**src/rtl/gcm_aes_job_sequencer.sv**
```systemverilog
// gcm_aes_job_sequencer
// Runs one GCM-AES job at a time between a host block stream and the core.
// A job is: load key, load IV, push the AAD blocks, push the payload blocks,
// then wait for the tag. Core output blocks and the tag come back to the host.
//
// Ports
//   clk, clrn              clock, asynchronous active-low reset
//   job_*                  descriptor, sampled with job_start in IDLE
//   job_busy/done/err      job status (done/err are 1-cycle pulses)
//   in_data/valid/ready    host block stream (AAD first, then payload)
//   out_*                  payload result blocks from the core (no backpressure)
//   tag, tag_valid         authentication tag, held until the next job
//   cii_*, dii_*           registered command/data outputs to the core
//   dii_data_not_ready     core pacing input
//   Out_*, Tag_vld         core result inputs
//   fsm_state              current FSM state (debug observation)
//
// Handshake: a host block transfers on a rising clk edge where both in_valid
// and in_ready are 1; in_valid may stay high while in_ready is 0 and nothing
// is consumed. out_valid and tag_valid are single-cycle with no ready.
module gcm_aes_job_sequencer #(
  parameter int LEN_W   = 16,
  parameter int HOLDOFF = 1
) (
  input  logic             clk,
  input  logic             clrn,
  input  logic             job_start,
  input  logic [127:0]     job_key,
  input  logic [127:0]     job_iv,
  input  logic [LEN_W-1:0] job_aad_len,
  input  logic [LEN_W-1:0] job_pld_len,
  output logic             job_busy,
  output logic             job_done,
  output logic             job_err,
  input  logic [127:0]     in_data,
  input  logic             in_valid,
  output logic             in_ready,
  output logic [127:0]     out_data,
  output logic [3:0]       out_size,
  output logic             out_valid,
  output logic             out_last,
  output logic [127:0]     tag,
  output logic             tag_valid,
  output logic [127:0]     cii_K,
  output logic             cii_ctl_vld,
  output logic             cii_IV_vld,
  output logic [127:0]     dii_data,
  output logic [3:0]       dii_data_size,
  output logic             dii_data_vld,
  output logic             dii_data_type,
  output logic             dii_last_word,
  input  logic             dii_data_not_ready,
  input  logic [127:0]     Out_data,
  input  logic             Out_vld,
  input  logic             Tag_vld,
  input  logic [3:0]       Out_data_size,
  input  logic             Out_last_word,
  output logic [2:0]       fsm_state
);

  typedef enum logic [2:0] {
    S_IDLE, S_KEY, S_IV, S_FETCH, S_HOLD, S_WAIT_TAG
  } state_t;

  localparam logic [LEN_W-1:0] BLK       = LEN_W'(16);
  localparam logic [1:0]       HOLD_INIT = 2'(HOLDOFF);

  state_t           state;
  logic [LEN_W-1:0] rem_aad;
  logic [LEN_W-1:0] rem_pld;
  logic [1:0]       hold_cnt;

  logic             aad_phase;
  logic [LEN_W-1:0] cur_rem;
  logic [LEN_W-1:0] rem_next;
  logic [3:0]       blk_size;
  logic [127:0]     blk_mask;
  logic             final_blk;
  logic             take;

  // Current block geometry, derived from whichever counter is active.
  assign aad_phase = (rem_aad != '0);
  assign cur_rem   = aad_phase ? rem_aad : rem_pld;
  assign rem_next  = (cur_rem >= BLK) ? (cur_rem - BLK) : '0;
  assign blk_size  = (cur_rem >= BLK) ? 4'd15 : 4'(cur_rem - 1'b1);
  // Keep bytes 0..blk_size, zero everything above.
  assign blk_mask  = ~128'd0 >> {4'd15 - blk_size, 3'b000};
  // Last block of the whole job: AAD only counts when there is no payload.
  assign final_blk = aad_phase ? ((rem_aad <= BLK) && (rem_pld == '0))
                               : (rem_pld <= BLK);

  assign job_busy  = (state != S_IDLE);
  assign in_ready  = (state == S_FETCH) && ((rem_aad != '0) || (rem_pld != '0));
  assign take      = in_valid && in_ready;
  assign fsm_state = state;

  always_ff @(posedge clk or negedge clrn) begin
    if (!clrn) begin
      state         <= S_IDLE;
      rem_aad       <= '0;
      rem_pld       <= '0;
      hold_cnt      <= '0;
      job_done      <= 1'b0;
      job_err       <= 1'b0;
      out_data      <= '0;
      out_size      <= '0;
      out_valid     <= 1'b0;
      out_last      <= 1'b0;
      tag           <= '0;
      tag_valid     <= 1'b0;
      cii_K         <= '0;
      cii_ctl_vld   <= 1'b0;
      cii_IV_vld    <= 1'b0;
      dii_data      <= '0;
      dii_data_size <= '0;
      dii_data_vld  <= 1'b0;
      dii_data_type <= 1'b0;
      dii_last_word <= 1'b0;
    end else begin
      cii_ctl_vld  <= 1'b0;
      dii_data_vld <= 1'b0;
      job_done     <= 1'b0;
      job_err      <= 1'b0;
      out_valid    <= 1'b0;
      tag_valid    <= 1'b0;

      case (state)
        S_IDLE: begin
          if (job_start) begin
            if ((job_aad_len == '0) && (job_pld_len == '0)) begin
              job_err <= 1'b1;
            end else begin
              rem_aad       <= job_aad_len;
              rem_pld       <= job_pld_len;
              cii_K         <= job_key;
              cii_ctl_vld   <= 1'b1;
              // IV is parked on dii_data now; it is qualified by cii_IV_vld next.
              dii_data      <= job_iv;
              dii_last_word <= 1'b0;
              state         <= S_KEY;
            end
          end
        end
        S_KEY: begin
          cii_IV_vld <= 1'b1;
          state      <= S_IV;
        end
        S_IV: begin
          if (!dii_data_not_ready) begin
            cii_IV_vld <= 1'b0;
            state      <= S_FETCH;
          end
        end
        S_FETCH: begin
          if (take) begin
            dii_data_vld  <= 1'b1;
            dii_data_type <= aad_phase;
            dii_data_size <= blk_size;
            dii_data      <= in_data & blk_mask;
            if (final_blk) dii_last_word <= 1'b1;
            if (aad_phase) rem_aad <= rem_next;
            else           rem_pld <= rem_next;
            hold_cnt      <= HOLD_INIT;
            state         <= S_HOLD;
          end
        end
        S_HOLD: begin
          // The core may raise not_ready a little after dii_data_vld, so the
          // first HOLDOFF cycles do not trust it.
          if (hold_cnt != '0) begin
            hold_cnt <= hold_cnt - 1'b1;
          end else if (!dii_data_not_ready) begin
            state <= ((rem_aad == '0) && (rem_pld == '0)) ? S_WAIT_TAG : S_FETCH;
          end
        end
        S_WAIT_TAG: ;
        default: state <= S_IDLE;
      endcase

      // Core results are forwarded from any busy state; the tag ends the job
      // and overrides whatever state the sequencer was in.
      if ((state != S_IDLE) && Out_vld) begin
        if (Tag_vld) begin
          tag           <= Out_data;
          tag_valid     <= 1'b1;
          job_done      <= 1'b1;
          cii_IV_vld    <= 1'b0;
          dii_last_word <= 1'b0;
          state         <= S_IDLE;
        end else begin
          out_valid <= 1'b1;
          out_data  <= Out_data;
          out_size  <= Out_data_size;
          out_last  <= Out_last_word;
        end
      end
    end
  end

endmodule

```
**config.mk**
```make
export PLATFORM = sky130hd
export DESIGN_NAME = gcm_aes_job_sequencer
export DESIGN_NICKNAME = d
export VERILOG_FILES = /design/src/rtl/gcm_aes_job_sequencer.sv
export SDC_FILE = /design/constraint.sdc
export NUM_CORES = 1
export LEC_CHECK = 0
export ABC_AREA = 0
export BUFFER_PORTS_ARGS = -buffer_cell sky130_fd_sc_hd__buf_2
export CORE_AREA = 2 2 427 429
export CTS_CLUSTER_SIZE = 10
export DETAILED_ROUTE_END_ITERATION = 6
export DIE_AREA = 0 0 429 431
export PLACE_DENSITY = 0.41
export REMOVE_ABC_BUFFERS = 1
export SLEW_MARGIN = 30
export SYNTH_ARGS = -nofsm -noshare
export SYNTH_HDL_FRONTEND = slang
export SYNTH_SLANG_ARGS = --single-unit
```
**constraint.sdc**
```tcl
create_clock -name clk -period 3.43 [get_ports clk]
set_input_delay 0.343 -clock clk [delete_from_list [all_inputs] [get_ports clk]]
set_output_delay 0.343 -clock clk [all_outputs]
set_load 0.02 [all_outputs]
```
### Word-level counts from Yosys, hierarchy flattened

Index checks and enable logic that the tools add are counted.

| cells by class | value |
|---|---|
| add/subtract/negate cells | 4 |
| multiply operators | 0 |
| div/mod/pow operators | 0 |
| order comparisons | 3 |
| equality and inequality tests | 11 |
| shift-type cells | 1 |
| mux-type cells | 54 |
| bitwise operators | 3 |
| reductions and logical operators | 26 |

Operators with widths:

| cell | count |
|---|---|
| $mux W128 | 3 |
| $pmux W128 S2 | 1 |
| $mux W16 | 10 |
| $and A128 B128 Y128 | 1 |
| $shr A128 B7 Y128 const A | 1 |
| $logic_not A16 Y1 | 4 |
| $pmux W16 S2 | 2 |
| $le A16 B5 Y1 const B | 2 |
| $reduce_bool A16 Y1 | 2 |
| $mux W3 | 9 |
| $mux W1 | 22 |
| $pmux W3 S6 | 1 |
| $ge A16 B5 Y1 const B | 1 |
| $sub A16 B5 Y16 const B | 1 |
| $ne A2 B2 Y1 const B | 6 |
| $reduce_and A5 Y1 | 2 |
| $eq A3 B2 Y1 const B | 2 |
| $eq A3 B3 Y1 const B | 2 |
| $logic_and A1 B1 Y1 | 6 |
| $reduce_and A2 Y1 | 3 |
| $reduce_and A3 Y1 | 2 |
| $reduce_bool A2 Y1 | 3 |
| $mux W2 | 2 |
| $mux W4 | 1 |
| 11 further kinds | 13 |

| word-level totals | value |
|---|---|
| flip-flop bits (word level) | 566 |
| latch bits | 0 |
| memory bits (writable) | 0 |
| memory bits (read-only) | 0 |
| logic and storage cells | 121 |
| memories | 0 |

### Depth between registers and ports, before layout

Gate-level depths: netlist of the first run.

| logic depth | value |
|---|---|
| word-level depth | 9 |
| mapped depth | 13 |

### Least setup slack after synthesis of the first run

Ideal clock, no wire load.

| timing path | value |
|---|---|
| path type | register to register |
| start point | register rem_aad[11] |
| end point | register rem_aad[13] |
| library setup time | 0.082 ns |
| data arrival time | 3.684 ns |
| slack | -0.336 ns |
| cell stages (with the launch flop) | 13 |
| path buffers | 2 |
| cells stage by stage | dfrtp_1 -> or4_1 -> clkbuf_1 -> nor4_4 -> clkbuf_1 -> a21oi_1 -> inv_1 -> ha_1 -> nand3_1 -> o31ai_1 -> o21ai_2 -> or3_1 -> a31oi_1 |

| on the way | value |
|---|---|
| cells in the longest elaborated chain, start to end | 7 |
| elaborated cells on any way between the ends | 14 |
| classes of those cells | 1 x add/sub; 1 x order compare; 2 x eq/ne; 5 x mux; 5 x reduce/logical |

RTL lines:

| what | RTL line | RTL |
|---|---|---|
| start: declaration | 69 | `logic [LEN_W-1:0] rem_aad;` |
| start signal: assignment | 133 | `rem_aad <= job_aad_len;` |
| start signal: assignment | 161 | `if (aad_phase) rem_aad <= rem_next;` |
| $reduce_bool A16 Y1 | 82, 93 |  |
| $mux W16 | 83 | `assign cur_rem = aad_phase ? rem_aad : rem_pld;` |
| $sub A16 B5 Y16 / $ge A16 B5 Y1 (equally long branches) | 84 | `assign rem_next = (cur_rem >= BLK) ? (cur_rem - BLK) : '0;` |
| $mux W16 | 84 |  |
| $mux W16 | 161 |  |
| $mux W16 | 155 | `if (take) begin` |
| $pmux W16 S2 | 127 | `case (state)` |

Parallel ways exist; a longest one is shown, timed or not. The select of a mux whose other input is x is not followed.
A chain may end at the register's enable or synchronous reset.

### Final worst setup path of the first run

| timing path | value |
|---|---|
| start point | register rem_aad[2] |
| end point | register dii_data[90] |

| on the way | value |
|---|---|
| cells in the longest elaborated chain, start to end | 9 |
| elaborated cells on any way between the ends | 15 |
| classes of those cells | 2 x add/sub; 1 x order compare; 1 x eq/ne; 1 x shift; 4 x mux; 1 x bitwise; 5 x reduce/logical |

RTL lines:

| what | RTL line | RTL |
|---|---|---|
| $reduce_bool A16 Y1 | 82, 93 |  |
| $mux W16 | 83 |  |
| $ge A16 B5 Y1 / $sub A4 B1 Y4 (equally long branches) | 85 | `assign blk_size = (cur_rem >= BLK) ? 4'd15 : 4'(cur_rem - 1'b1);` |
| $mux W4 | 85 |  |
| $sub A4 B4 Y4 | 87 | `assign blk_mask = ~128'd0 >> {4'd15 - blk_size, 3'b000};` |
| $shr A128 B7 Y128 | 87 |  |
| $and A128 B128 Y128 | 159 | `dii_data <= in_data & blk_mask;` |
| $mux W128 | 155 |  |
| $pmux W128 S2 | 127 |  |
| end signal: assignment | 138 | `dii_data <= job_iv;` |
| end signal: assignment | 159 |  |
| end: declaration | 47 | `output logic [127:0] dii_data,` |

Parallel ways exist; a longest one is shown, timed or not. The select of a mux whose other input is x is not followed.

==> impl_summary.log, run 1 <==
[metrics] residual antenna-violating net count after detailed routing: 0
[metrics] Synth top cells by count: 855 x sky130_fd_sc_hd__nand2_1, 566 x sky130_fd_sc_hd__dfrtp_1, 133 x sky130_fd_sc_hd__mux2_2, 120 x sky130_fd_sc_hd__clkbuf_1, 97 x sky130_fd_sc_hd__and3_1
[metrics] clock period minus worst slack: 3250 ps
[metrics] Final Util: 22.36%
[metrics] worst clock skew on the final layout: ~24 ps
[metrics] count of flip-flops with a built-in enable after synthesis: 0
[metrics] flip-flop and latch count after synthesis: 566
[metrics] Sinks on Clock Net: 566
[metrics] largest cells by area after synthesis: sky130_fd_sc_hd__dfrtp_1 61%, sky130_fd_sc_hd__nand2_1 14%, sky130_fd_sc_hd__mux2_2 6.5%, sky130_fd_sc_hd__a221o_1 4.2%, sky130_fd_sc_hd__and3_1 2.6%
[metrics] required time at the worst-slack endpoint: between 3000 and 4000 ps
[metrics] die height: ~430 um
[metrics] switching power as a share of total power: 43.84%
[metrics] slack of the worst reg-to-reg path: between 150 and 200 ps
[metrics] proportion of power drawn by the clock network: 21.3%
[metrics] Slowest-stage cell, CP: sky130_fd_sc_hd__or4_4
[metrics] dominant cell type by area after synthesis: sky130_fd_sc_hd__dfrtp_1
[metrics] r2r endpoint: dii_data[90]$_DFFE_PN0P_
[metrics] register clock-pin slew on the reported worst setup and hold paths: 60 ps
[metrics] warnings from Yosys: 0
[metrics] Reg power frac: 32.5%
[metrics] number of distinct library cells after synthesis: 64
[metrics] root cell of the clock tree: sky130_fd_sc_hd__clkbuf_16
[metrics] Total Die Area: 184,900 um^2
[metrics] share of power burned in combinational logic: 46.2%
[metrics] area of the core region: 180,200 um^2
[metrics] HPWL after detailed placement: 93,250 um
[metrics] overall track demand over capacity in global routing: 12.75%
[metrics] post-detailed-routing wire length: 122,000 um
[metrics] final setup fails: 0
[metrics] internal power contribution: 0.02058 W
[metrics] maximum capacitance violations: 0
[metrics] Pwr per Cell Area: around 900 nW/um^2
[metrics] setup total negative slack: 0 ps
[metrics] net load switching power: roughly 0.016 W
[metrics] first-pass GRT wire length: 174,600 um
[metrics] Synth Area per Inst: between 10 and 15 um^2
[metrics] final number of hold-violating endpoints: 0
[metrics] last element of the critical path: dii_data[90]$_DFFE_PN0P_
[metrics] H-tree levels: 3
[metrics] crit-path leading delay family: simple AND/OR/NAND/NOR gates
[metrics] largest net degree at the start of global routing: 146
[metrics] final instance area: between 40,000 and 50,000 um^2
[metrics] worst ir drop on vdd: 0.0004520 V
[metrics] horizontal extent of the die: between 400 and 500 um
[metrics] Static Leak: around 20 nW
[metrics] crit path cell chain: or4_4 -> nor4_4 -> buf_4 -> a21o_1 -> inv_1 -> ha_1 -> nand3_1 -> o31ai_1 -> buf_4 -> buf_4 -> nor2_4 -> o22ai_1 -> buf_4 -> a221o_1
[metrics] via count of the first global-routing pass: 24,937
[metrics] detailed-route via count: 23,868
[metrics] kind of end point of the critical path: flip-flop
[metrics] most repeated library cell on the critical path: sky130_fd_sc_hd__buf_4
[metrics] pre-CTS setup slack: -40.35 ps
[metrics] number of I/O port buffers: around 1,100
[metrics] count of cells along the worst hold path: 3
[metrics] unrepaired setup endpoints after global routing: no
[metrics] Placement Cell Area: 32,450 um^2
[metrics] number of vias per cell: 3.752
[metrics] worst r2r src: rem_aad[2]$_DFFE_PN0P_
[metrics] Area growth syn-to-layout: 74.09%
[metrics] sequential share of the synthesized area: 61.20%
[metrics] starting DRC count in detailed routing: 1,448
[metrics] total count of max-transition violations in the final report: 0
[metrics] gate count after technology mapping: ~2,200
[metrics] first-pass iteration count of the detailed router: 6
[metrics] largest incremental delay on the critical path: 580 ps
[metrics] Hold Path Class: input port to flip-flop
[metrics] buffer depth of the longest clock path: 3
[metrics] Num CTS Buffers: between 70 and 80
[metrics] CTS tree: yes
[metrics] outcome: finished, final reports clean
[metrics] worst-path fanout max: 8
[metrics] initial antenna violation count: 14
[metrics] category of the critical setup timing path: flip-flop to flip-flop
[metrics] worst max-slew margin expressed relative to the limit: 45.62%
[metrics] wire per inst: 19.18 um
[metrics] initial core utilization: 12.85%
[metrics] critical path data arrival time: 3810 ps
[metrics] Setup crit start kind: flip-flop
[metrics] number of cell rows: 156
[metrics] Worst Path Buf+Inv: 5
[metrics] most common flop cell mapped by yosys: sky130_fd_sc_hd__dfrtp_1
[metrics] most numerous cell in the Yosys netlist: sky130_fd_sc_hd__nand2_1
[metrics] grt ovf: 0
[metrics] critical path depth in cells: 14
[metrics] Ports: 1,091
[metrics] period utilisation layout: 94.76%
[metrics] worst r2r path cells: 14
[metrics] count of nets after finishing: 4,504
[metrics] Worst Slack Setup Final: 179.7 ps
[metrics] async set-or-reset flop fraction in the synthesized netlist: 100.0%
[metrics] GP Congestion: 0.8901
[metrics] Syn Std Cell Area: 23,140 um^2
[metrics] Least-Margin Pin Slew: 815.7 ps
[metrics] remaining design rule violation count: 0
[metrics] Yosys top cell area share: between 60 and 70%
[metrics] share of final-layout standard cells stronger than drive strength 1: between 30 and 40%
[metrics] launching instance or port of the critical path: rem_aad[2]$_DFFE_PN0P_
[metrics] clock latency on the worst-skew pair: 700 ps
[metrics] maximum operating frequency: a little over 300 MHz
[metrics] number of filler cells placed in the layout: 19,783
## kinds of logic (layout without fill, tap and decap cells)
group           Yosys count  count (layout)  synth area share [%]
simple gates           1096            1097                 19.96
flops                   566             566                 61.20
compound gates          272             272                 9.272
buf+inv                 148            1905                 2.476
mux                     135             135                 6.558
xor+xnor                  7               7                0.2649
fa+ha+maj                 5               5                0.2703
other cells               0               5                     0
## final cells by class
class,count,area (um^2),area share (%)
sequential,566,14160,35.15
timing repair buffer,1774,12240,30.38
multi-input combinational,1516,8484,21.06
tap,2370,2965,7.360
clock buffer,106,2091,5.189
clock inverter,13,280.3,0.6956
inverter,12,55.05,0.1366
antenna,5,12.51,0.03105
## through the flow
step	total power, W	std cells	hold slack [ps]
3_3_place_gp	0.02847	5692	452.2
2_1_floorplan	0.02097	2093	47.41
5_1_grt	0.03883	6359	54.82
6_report	0.03663	6362	80.64
4_1_cts	0.03712	6355	7.874
3_5_place_dp	0.02853	5693	284.9
## cell usage in the layout, fill, tap and decap left out, types with 19 or more instances in the layout
cell,count
sky130_fd_sc_hd__buf_2,1089
sky130_fd_sc_hd__nand2_1,854
sky130_fd_sc_hd__dfrtp_1,566
sky130_fd_sc_hd__dlygate4sd3_1,542
sky130_fd_sc_hd__mux2_2,133
sky130_fd_sc_hd__buf_4,120
sky130_fd_sc_hd__and3_1,97
sky130_fd_sc_hd__a221o_1,96
sky130_fd_sc_hd__clkbuf_16,73
sky130_fd_sc_hd__nor2_1,59
sky130_fd_sc_hd__a31oi_1,46
sky130_fd_sc_hd__a21oi_1,32
sky130_fd_sc_hd__a21o_1,21
sky130_fd_sc_hd__buf_12,21
sky130_fd_sc_hd__clkbuf_1,19
## flip-flops by register name (all words and copies together), names as in the netlist
name	flops
job_err	1
dii_last_word	1
cii_ctl_vld	1
rem_aad	16
tag	128
dii_data_vld	1
dii_data_size	4
tag_valid	1
cii_K	128
hold_cnt	2
dii_data_type	1
dii_data	128
out_size	4
out_valid	1
rem_pld	16
out_last	1
cii_IV_vld	1
out_data	128
fsm_state	3
## timing repair
item	4_1_cts	5_1_grt
buffers inserted	1	1
gates resized for setup	1	2
gates cloned	0	1
hold buffers	542	0
pin swaps	1	5
endpoints found under the setup margin	40	73
endpoints found under the hold margin	798	0
## worst min path at each step
| stage | startpoint | to | slack (ps) |
|---|---|---|---|
| 6_report | job_iv[121] | dii_data[121]$_DFFE_PN0P_ | 80 |
| 5_1_grt | job_iv[87] | dii_data[87]$_DFFE_PN0P_ | 50 |
| 4_1_cts | job_iv[87] | dii_data[87]$_DFFE_PN0P_ | 8 |
| 3_5_place_dp | clrn | tag[49]$_DFFE_PN0P_ | 280 |
| 3_3_place_gp | cii_K[20]$_DFFE_PN0P_ | cii_K[20]$_DFFE_PN0P_ | 450 |
| 2_1_floorplan | clrn | cii_IV_vld$_DFF_PN0_ | 50 |
## worst reg2reg max path, stage by stage, from the launching register on
cell	delay [ps]
sky130_fd_sc_hd__dfrtp_1	380
sky130_fd_sc_hd__or4_4	580
sky130_fd_sc_hd__nor4_4	300
sky130_fd_sc_hd__buf_4	170
sky130_fd_sc_hd__a21o_1	130
sky130_fd_sc_hd__inv_1	60
sky130_fd_sc_hd__ha_1	200
sky130_fd_sc_hd__nand3_1	70
sky130_fd_sc_hd__o31ai_1	80
sky130_fd_sc_hd__buf_4	190
sky130_fd_sc_hd__buf_4	150
sky130_fd_sc_hd__nor2_4	180
sky130_fd_sc_hd__o22ai_1	110
sky130_fd_sc_hd__buf_4	210
sky130_fd_sc_hd__a221o_1	320
## power by group through the flow
stage | registers [W] | clock network, W | logic, W
6_report | 0.0119 | 0.00780 | 0.0169
5_1_grt | 0.0123 | 0.00837 | 0.0181
4_1_cts | 0.0119 | 0.00810 | 0.0171
3_5_place_dp | 0.0120 | 0 | 0.0166
3_3_place_gp | 0.0120 | 0 | 0.0165
2_1_floorplan | 0.0154 | 0 | 0.00553
## layer usage
layer  wire [um]  GRT usage (%)  vias up  share of wire (%)
met1       49230          15.23    11825                 40
met3        7853          3.255      160                6.4
met4        4045          4.692        8                3.3
met2       60810          21.99      867                 50
li1            -              -    11008                  -
met5          57              0        -              0.047
Power figures use the tool's default switching activity.
==> inputs of run 2 (changes only) <==
--- a/config.mk
+++ b/config.mk
@@ -11,7 +11,7 @@
 export CTS_CLUSTER_SIZE = 10
 export DETAILED_ROUTE_END_ITERATION = 6
 export DIE_AREA = 0 0 429 431
-export PLACE_DENSITY = 0.41
+export PLACE_DENSITY = 0.3
 export REMOVE_ABC_BUFFERS = 1
 export SLEW_MARGIN = 30
 export SYNTH_ARGS = -nofsm -noshare
==> impl_summary.log, run 2 (same netlist as run 1, synthesis figures left out) <==
[metrics] Placement Cell Area: 32,360 um^2 (-0.28%)
[metrics] root cell of the clock tree: sky130_fd_sc_hd__clkbuf_16
[metrics] required time at the worst-slack endpoint: 4000 ps (about the same)
[metrics] Static Leak: 20.23 nW (about the same)
[metrics] die height: 431 um (unchanged)
[metrics] H-tree levels: 3 (unchanged)
[metrics] detailed-route via count: 23,295 (-2.4%)
[metrics] Num CTS Buffers: 77 (+5.5%)
[metrics] met3 routed WL: 7088 um (-9.7%)
[metrics] most repeated library cell on the critical path: sky130_fd_sc_hd__buf_4
[metrics] unrepaired setup endpoints after global routing: yes
[metrics] starting DRC count in detailed routing: 1,099 (-24%)
[metrics] worst max-slew margin expressed relative to the limit: 32.43% (-13 points)
[metrics] via count of the first global-routing pass: 25,010 (+0.29%)
[metrics] outcome: finished, final reports clean
[metrics] period utilisation layout: 95.71% (+0.95 points)
[metrics] internal power contribution: 0.02086 W (+1.4%)
[metrics] maximum operating frequency: 304.6 MHz (-0.99%)
[metrics] final instance area: 40,390 um^2 (+0.25%)
[metrics] Setup crit start kind: flip-flop
[metrics] commonest non-fill, non-tap cell in the layout: sky130_fd_sc_hd__buf_2
[metrics] Worst Path Buf+Inv: 5 (unchanged)
[metrics] proportion of power drawn by the clock network: 21.9% (+0.6 points)
[metrics] Least-Margin Pin Slew: 1014 ps (+197.9 ps)
[metrics] overall track demand over capacity in global routing: 12.99% (+0.23 points)
[metrics] worst-path fanout max: 8 (unchanged)
[metrics] total count of max-transition violations in the final report: 0 (unchanged)
[metrics] Worst Slack Setup Final: 147.3 ps (-32.41 ps)
[metrics] number of cell rows: 156 (unchanged)
[metrics] grt ovf: 0 (unchanged)
[metrics] category of the critical setup timing path: flip-flop to flip-flop
[metrics] Max Used Layer: met4
[metrics] Slowest-stage cell, CP: sky130_fd_sc_hd__or4_4
[metrics] Final Util: 22.42% (+0.056 points)
[metrics] post-detailed-routing wire length: 123,800 um (+1.5%)
[metrics] area of the core region: 180,200 um^2 (unchanged)
[metrics] wire per inst: 19.47 um (+1.5%)
[metrics] worst clock skew on the final layout: 37.50 ps (+13.53 ps)
[metrics] clock latency on the worst-skew pair: 710 ps (about the same)
[metrics] share of final-layout standard cells stronger than drive strength 1: 37.53% (-0.041 points)
[metrics] HPWL after detailed placement: 93,620 um (+0.40%)
[metrics] wire length on met1: 52,000 um (+5.6%)
[metrics] register clock-pin slew on the reported worst setup and hold paths: 50 ps (about the same)
[metrics] remaining design rule violation count: 0 (unchanged)
[metrics] worst ir drop on vdd: 0.0003526 V (-22%)
[metrics] first-pass GRT wire length: 177,400 um (+1.6%)
[metrics] GP Congestion: 0.8499 (-4.5%)
[metrics] initial core utilization: 12.85% (unchanged)
[metrics] number of filler cells placed in the layout: 19,849 (+0.33%)
[metrics] final number of hold-violating endpoints: 0 (unchanged)
[metrics] number of vias per cell: 3.664 (-2.3%)
[metrics] Ports: 1,091 (unchanged)
[metrics] net load switching power: 0.01606 W (about the same)
[metrics] largest incremental delay on the critical path: 580 ps (about the same)
[metrics] share of power burned in combinational logic: 46.1% (about the same)
[metrics] clock period minus worst slack: 3283 ps (+32.41 ps)
[metrics] final setup fails: 0 (unchanged)
[metrics] pre-CTS setup slack: -55.79 ps (-15.44 ps)
[metrics] switching power as a share of total power: 43.50% (-0.34 points)
[metrics] number of I/O port buffers: 1,090 (unchanged)
[metrics] Area growth syn-to-layout: 74.53%
[metrics] Reg power frac: 32.0% (-0.5 points)
[metrics] Total Die Area: 184,900 um^2 (unchanged)
[metrics] count of nets after finishing: 4,498 (-0.13%)
[metrics] crit-path leading delay family: simple AND/OR/NAND/NOR gates
[metrics] routed wire length on met2: 60,170 um (-1.1%)
[metrics] buffer depth of the longest clock path: 3 (unchanged)
[metrics] maximum capacitance violations: 0 (unchanged)
[metrics] horizontal extent of the die: 429 um (unchanged)
[metrics] Sinks on Clock Net: 566 (unchanged)
[metrics] CTS tree: yes
[metrics] Hold Path Class: input port to flip-flop
[metrics] kind of end point of the critical path: flip-flop
[metrics] initial antenna violation count: 7 (-7)
[metrics] Pwr per Cell Area: 914.2 nW/um^2 (+0.55%)
[metrics] first-pass iteration count of the detailed router: 5 (-1)
[metrics] critical path data arrival time: 3850 ps (+40 ps)
[metrics] residual antenna-violating net count after detailed routing: 0 (unchanged)
[metrics] largest net degree at the start of global routing: 128 (-12%)
[metrics] crit path cell chain: or4_4 -> nor4_4 -> buf_4 -> a21o_1 -> inv_1 -> ha_1 -> xnor2_1 -> buf_4 -> nor4_4 -> buf_4 -> a21oi_1 -> buf_4 -> a221o_1
[metrics] leading cell types in the layout, fill and taps excluded: 1,089 x sky130_fd_sc_hd__buf_2, 854 x sky130_fd_sc_hd__nand2_1, 566 x sky130_fd_sc_hd__dfrtp_1
run 2: changes by cell type in the layout (fill, tap and decap cells not counted), sizes merged:
cell	before	now
buf	1232	1217
bufinv	3	2
clkbuf	106	116
clkinv	5	8
clkinvlp	1	0
diode	5	2
dlygate4sd3	542	548
inv	16	14
nor2	64	63
run 2: per-layer routing:
| layer | vias up | track usage [%] |
|---|---|---|
| met5 | - | 0 |
| met4 | 0 | 5.341 |
| met3 | 173 | 3.217 |
| met1 | 11351 | 15.65 |
| li1 | 11010 | - |
| met2 | 761 | 22.03 |
run 2: worst register-to-register path, delay by kind of cell, from the launching register on:
| kind | cells | cell delay, ps |
|---|---|---|
| simple gates | 3 | 1170 |
| buf+inv | 5 | 750 |
| compound gates | 3 | 510 |
| flops | 1 | 380 |
| fa+ha+maj | 1 | 210 |
| xor+xnor | 1 | 160 |
run 2: worst paths after layout:
kind	endpoint	slack, ps	startpoint	cells past startpoint
setup / recovery	dii_data[30]$_DFFE_PN0P_	150	rem_aad[8]$_DFFE_PN0P_	13
setup reg to reg	dii_data[30]$_DFFE_PN0P_	150	rem_aad[8]$_DFFE_PN0P_	13
hold / removal	dii_data[92]$_DFFE_PN0P_	100	job_iv[92]	3
max in group asynchronous	dii_data[47]$_DFFE_PN0P_	2170	clrn	3
hold reg to reg	tag[76]$_DFFE_PN0P_	470	tag[76]$_DFFE_PN0P_	2
min in group asynchronous	out_data[32]$_DFFE_PN0P_	270	clrn	2
run 2: per-stage QoR:
stage	hold WS (ps)	instances	setup TNS, ps	total power (W)
6_report	102.5	6358	0	0.03693
2_1_floorplan	47.41	2093	-3756120	0.02097
3_5_place_dp	443.7	5678	-1113	0.02862
4_1_cts	6.653	6355	0	0.03772
5_1_grt	65.54	6357	-554.6	0.03935
3_3_place_gp	453.6	5678	-575.6	0.02863
run 2: cell type report:
| class | instances | area [um^2] | area share, % |
|---|---|---|---|
| tap | 2370 | 2965 | 7.341 |
| clock inverter | 12 | 195.2 | 0.4832 |
| timing repair buffer | 1765 | 12220 | 30.24 |
| multi-input combinational | 1515 | 8508 | 21.06 |
| clock buffer | 116 | 2285 | 5.656 |
| sequential | 566 | 14160 | 35.06 |
| inverter | 12 | 55.05 | 0.1363 |
| antenna | 2 | 5.005 | 0.01239 |
run 2: timing repair:
action	in CTS	in global routing
endpoints found under the hold margin	609	0
pin swaps	1	3
gates resized for setup	2	8
hold buffers	548	0
buffers inserted	1	1
endpoints found under the setup margin	82	137
run 2: power groups by stage:
stage                     Clock, W  Sequential (W)  Combinational, W
after floorplan                  0          0.0154           0.00553
after global placement           0          0.0119            0.0167
after detailed placement         0          0.0119            0.0168
after CTS                  0.00851          0.0118            0.0174
after global routing       0.00875          0.0122            0.0184
final                      0.00810          0.0118            0.0170
